--- config.mk ---
export PLATFORM = sky130hd
export DESIGN_NAME = mem_port_arbiter
export DESIGN_NICKNAME = d
export VERILOG_FILES = /design/src/rtl/mem_port_arbiter.sv
export SDC_FILE = /design/constraint.sdc
export NUM_CORES = 1
export LEC_CHECK = 0
export BUFFER_PORTS_ARGS = -buffer_cell sky130_fd_sc_hd__buf_2
export CORE_UTILIZATION = 44
export CTS_CLUSTER_SIZE = 14
export DETAILED_ROUTE_END_ITERATION = 8
export GPL_TIMING_DRIVEN = 1
export PLACE_DENSITY = 0.78
export REMOVE_ABC_BUFFERS = 1
export SETUP_SLACK_MARGIN = 0.4
export SYNTH_ARGS = -nofsm -noshare
export SYNTH_HDL_FRONTEND = slang
export SYNTH_SLANG_ARGS = --single-unit
--- constraint.sdc ---
create_clock -name clk -period 2.5 [get_ports clk]
set_clock_uncertainty 0.15 [all_clocks]
set_input_delay 0.375 -clock clk [delete_from_list [all_inputs] [get_ports clk]]
set_output_delay 0.375 -clock clk [all_outputs]
set_load 0.01 [all_outputs]
--- src/rtl/mem_port_arbiter.sv ---
// Round-robin arbiter sharing one fixed-latency memory port between
// instruction fetch (port 0, read-only) and load/store (port 1).
module mem_port_arbiter #(
    parameter int unsigned DW      = 16,
    parameter int unsigned MEM_LAT = 2
) (
    input  logic          clk,
    input  logic          rst_n,
    input  logic          req0,
    input  logic [DW-1:0] addr0,
    input  logic          req1,
    input  logic [DW-1:0] addr1,
    input  logic          we1,
    input  logic [DW-1:0] wdata1,
    input  logic [DW-1:0] mem_rdata,
    output logic          mem_sel,
    output logic [DW-1:0] mem_addr,
    output logic          mem_we,
    output logic [DW-1:0] mem_wdata,
    output logic          mem_en,
    output logic          gnt0,
    output logic          gnt1,
    output logic          done0,
    output logic          done1,
    output logic [DW-1:0] rdata,
    output logic          busy
);

    localparam int unsigned CW = 4;

    typedef enum logic [1:0] {
        IDLE   = 2'd0,
        ACCESS = 2'd1,
        DONE   = 2'd2
    } state_t;

    state_t        state, state_nxt;
    logic          last_q, last_nxt;
    logic [CW-1:0] cnt_q, cnt_nxt;
    logic          win1;

    logic          mem_sel_nxt;
    logic [DW-1:0] mem_addr_nxt;
    logic          mem_we_nxt;
    logic [DW-1:0] mem_wdata_nxt;
    logic          mem_en_nxt;
    logic          gnt0_nxt;
    logic          gnt1_nxt;
    logic          done0_nxt;
    logic          done1_nxt;
    logic [DW-1:0] rdata_nxt;
    logic          busy_nxt;

    // State, pointer, counter and output registers; reset aborts any access
    always_ff @(posedge clk) begin
        if (!rst_n) begin
            state     <= IDLE;
            last_q    <= 1'b1;
            cnt_q     <= '0;
            mem_sel   <= 1'b0;
            mem_addr  <= '0;
            mem_we    <= 1'b0;
            mem_wdata <= '0;
            mem_en    <= 1'b0;
            gnt0      <= 1'b0;
            gnt1      <= 1'b0;
            done0     <= 1'b0;
            done1     <= 1'b0;
            rdata     <= '0;
            busy      <= 1'b0;
        end else begin
            state     <= state_nxt;
            last_q    <= last_nxt;
            cnt_q     <= cnt_nxt;
            mem_sel   <= mem_sel_nxt;
            mem_addr  <= mem_addr_nxt;
            mem_we    <= mem_we_nxt;
            mem_wdata <= mem_wdata_nxt;
            mem_en    <= mem_en_nxt;
            gnt0      <= gnt0_nxt;
            gnt1      <= gnt1_nxt;
            done0     <= done0_nxt;
            done1     <= done1_nxt;
            rdata     <= rdata_nxt;
            busy      <= busy_nxt;
        end
    end

    // Next-state and next-output logic: arbitrate, hold the access, pulse done
    always_comb begin
        state_nxt     = state;
        last_nxt      = last_q;
        cnt_nxt       = cnt_q;
        win1          = 1'b0;
        mem_sel_nxt   = mem_sel;
        mem_addr_nxt  = mem_addr;
        mem_we_nxt    = mem_we;
        mem_wdata_nxt = mem_wdata;
        mem_en_nxt    = mem_en;
        gnt0_nxt      = gnt0;
        gnt1_nxt      = gnt1;
        done0_nxt     = 1'b0;
        done1_nxt     = 1'b0;
        rdata_nxt     = rdata;
        busy_nxt      = busy;

        case (state)
            IDLE: begin
                if (req0 || req1) begin
                    // Port 1 wins alone, or on a tie when port 0 was served last
                    win1          = req1 & (~req0 | ~last_q);
                    mem_sel_nxt   = win1;
                    mem_addr_nxt  = win1 ? addr1 : addr0;
                    mem_we_nxt    = win1 & we1;
                    mem_wdata_nxt = win1 ? wdata1 : '0;
                    mem_en_nxt    = 1'b1;
                    gnt0_nxt      = ~win1;
                    gnt1_nxt      = win1;
                    busy_nxt      = 1'b1;
                    cnt_nxt       = CW'(MEM_LAT - 1);
                    state_nxt     = ACCESS;
                end
            end
            ACCESS: begin
                if (cnt_q == '0) begin
                    if (!mem_we) begin
                        rdata_nxt = mem_rdata;
                    end
                    mem_en_nxt = 1'b0;
                    mem_we_nxt = 1'b0;
                    gnt0_nxt   = 1'b0;
                    gnt1_nxt   = 1'b0;
                    done0_nxt  = ~mem_sel;
                    done1_nxt  = mem_sel;
                    last_nxt   = mem_sel;
                    state_nxt  = DONE;
                end else begin
                    cnt_nxt = cnt_q - CW'(1);
                end
            end
            DONE: begin
                busy_nxt  = 1'b0;
                state_nxt = IDLE;
            end
            default: begin
                state_nxt = IDLE;
            end
        endcase
    end

endmodule

==> flow_metrics.env <==
export IMPL_status="complete, no violations"
export IMPL_highest_layer="met4"
export IMPL_wl_um=5300
export IMPL_worstRegToRegCells=6
export IMPL_rsz0062_at_grt="no"
export IMPL_vias_per_cell=4.94
export IMPL_tightest_slew_ns=0.717
export IMPL_avgSynthCellArea_um2=10.6
export IMPL_ys_ff_latch=63
export IMPL_synthTopCellsByCount="dfxtp_1, nand2_1, mux2i_1"
export IMPL_holdWs_ns=0.107
export IMPL_post_cts_setup_buffer_count=0
export IMPL_seq_area_frac_synth=0.526
export IMPL_cts_max_level=3
export IMPL_post_route_period_util=0.757
export IMPL_final_hold_viol_count=0
export IMPL_relSlewSlack=0.522
export IMPL_port_buffers=124
export IMPL_drc_errors=0
export IMPL_core_area_um2=5170
export IMPL_synthSimpleGateAreaFrac=0.114
export IMPL_layout_setup_ws_ns=0.606
export IMPL_wl_met1_um=2370
export IMPL_cts_buffers=9
export IMPL_first_pass_iters=4
export IMPL_synth_top_area_cell="dfxtp_1"
export IMPL_wl_per_cell_um=12.5
export IMPL_max_freq_mhz=528
export IMPL_seq_power_share=0.461
export IMPL_clockRootBuffer="clkbuf_8"
export IMPL_synthMuxAreaShare=0.134
export IMPL_grt_pass1_vias=1864
export IMPL_clk_latency_ns=0.33
export IMPL_min_path_cells=2
export IMPL_tritoncts="built"
export IMPL_initial_core_util=0.463
export IMPL_syn_cell_area_um2=2400
export IMPL_ys_warnings_count=0
export IMPL_leakagePower_nw=1.59
export IMPL_p_sw_mw=0.650
export IMPL_drt_initial_drc_count=92
export IMPL_setup_viol=0
export IMPL_synth_edff_count=0
export IMPL_start_kind="flip-flop"
export IMPL_p_int_mw=1.85
export IMPL_ys_top_cells_by_area="dfxtp_1, mux2i_1, a22o_1"
export IMPL_max_vdd_ir_drop_v=0.000367
export IMPL_clock_sinks=63
export IMPL_synth_compound_area_share=0.173
export IMPL_p_comb_frac=0.178
export IMPL_synthCells=226
export IMPL_required_ns=2.60
export IMPL_drive_gt1_frac=0.423
export IMPL_track_usage=0.191
export IMPL_tns_ns=0
export IMPL_wl_met2_um=2440
export IMPL_arrival_ns=2.00
export IMPL_grt_pass1_wl_um=8120
export IMPL_synthAdderAreaFrac=0.0104
export IMPL_postRouteAntennaNets=0
export IMPL_p_per_area_nw_per_um2=761
export IMPL_areaGrowthSynthToFinish_pct=36.7
export IMPL_yosysMostFrequentCell="dfxtp_1"
export IMPL_slew_viol_final=0
export IMPL_grt_ovfl_total=0
export IMPL_synth_ff_type="dfxtp_1"
export IMPL_endpoint_kind="flip-flop"
export IMPL_io_pins=125
export IMPL_fin_crit_ns=1.89
export IMPL_yosysUniqueCellTypes=34
export IMPL_synth_top_family_by_area="compound AO/OA/AOI/OAI gates"
export IMPL_path_class="flip-flop to flip-flop"
export IMPL_rows=26
export IMPL_post_place_ws_ns=0.564
export IMPL_post_dp_hpwl_um=3830
export IMPL_synth_top_area_frac=0.526
export IMPL_met3WireLength_um=409
export IMPL_die_x_um=75.8
export IMPL_hp_class="primary input to flip-flop"
export IMPL_place_congestion=0.789
export IMPL_max_cap_violations=0
export IMPL_clkTransAtPathRegs_ns=0.06
export IMPL_layout_nets=421
export IMPL_num_vias=2099
export IMPL_die_h_um=75.8
export IMPL_die_area_um2=5750
export IMPL_grt_antenna_before_repair=0
export IMPL_p_clk_frac=0.361
export IMPL_worstPathMaxFanout=16
export IMPL_synth_xor_area_frac=0
export IMPL_antennaDiodeCount=0
export IMPL_grt_max_degree=34
export IMPL_async_flop_share=0
export IMPL_netSwitchingFraction=0.260
export IMPL_cts_buffer_depth=2
==> routing by layer <==
| metal | track usage | vias up |
|---|---|---|
| met3 | 0.0701 | 7 |
| met1 | 0.230 | 950 |
| met2 | 0.296 | 86 |
| met4 | 0.105 | 0 |
| met5 | 0 | - |
| li1 | - | 1056 |
==> power by group through the flow <==
| stage | sequential [mW] | clock (mW) | combinational [mW] |
|---|---|---|---|
| after floorplan | 1.21 | 0 | 0.212 |
| after global placement | 1.17 | 0 | 0.437 |
| after detailed placement | 1.17 | 0 | 0.448 |
| after CTS | 1.15 | 0.927 | 0.449 |
| after global routing | 1.16 | 0.981 | 0.495 |
| final | 1.15 | 0.900 | 0.445 |
==> cells in the final DEF, fill, tap and decap left out, drive strengths merged, types with 3 or more instances in the layout <==
master / instances
mux2i: 32
nand3: 3
dfxtp: 63
a22o: 16
o21ai: 7
inv: 5
o2bb2ai: 16
nand2: 34
buf: 129
nor2: 3
a21boi: 3
clkbuf: 13
==> critical path, stage by stage, from the launching register on <==
cell	delay (ns)
dfxtp_1	0.33
inv_1	0.09
ha_1	0.16
or3b_4	0.42
nor3_4	0.16
buf_4	0.29
mux2i_1	0.22
==> flip-flops by register name, summed over array words and instances (netlist names) <==
signal	flops
mem_we	1
cnt_q	4
state	2
gnt1	1
mem_en	1
done0	1
done1	1
mem_sel	1
last_q	1
gnt0	1
rdata	16
mem_wdata	16
busy	1
mem_addr	16
==> path summary, 6_finish.rpt <==
path	startpoint	endpoint	slack, ns
max	cnt_q[0]$_SDFFE_PN0P_	rdata[5]$_SDFFE_PN0P_	0.61
min	wdata1[11]	mem_wdata[11]$_SDFFE_PN0P_	0.11
max reg2reg	cnt_q[0]$_SDFFE_PN0P_	rdata[5]$_SDFFE_PN0P_	0.61
min reg2reg	rdata[6]$_SDFFE_PN0P_	rdata[6]$_SDFFE_PN0P_	0.30
==> logic make-up after synthesis <==
group / Yosys count
and+or+nand+nor: 56
muxes: 32
AOI/OAI and AO/OA: 52
buffers and inverters: 21
adders and majority gates: 2
DFF: 63
==> per-stage QoR <==
stage           util  cells  power [mW]  cell area [µm²]
5_1_grt        0.634    425        2.64             3280
3_5_place_dp   0.592    409        1.62             3060
4_1_cts        0.633    425        2.53             3270
2_1_floorplan      -    210        1.42             2310
3_3_place_gp   0.592    409        1.61             3060
6_report       0.634    425        2.50             3280
==> area by class of cell <==
| cell class | instances | area [µm²] |
|---|---|---|
| well taps | 70 | 87.6 |
| repair buffers | 129 | 658 |
| flip-flops and latches | 63 | 1260 |
| inverters | 5 | 18.8 |
| clock buffers | 13 | 169 |
| fillers | 450 | 1890 |
| multi-input cells | 142 | 1040 |
| clock inverters | 3 | 40.0 |
==> timing repair <==
action | 4_1_cts | 5_1_grt
endpoints found under the hold margin | 0 | 0
resized for setup | 0 | 1
endpoints found under the setup margin | 0 | 1
hold buffers | 0 | 0
No activity file was read; power rests on OpenSTA's default activity.
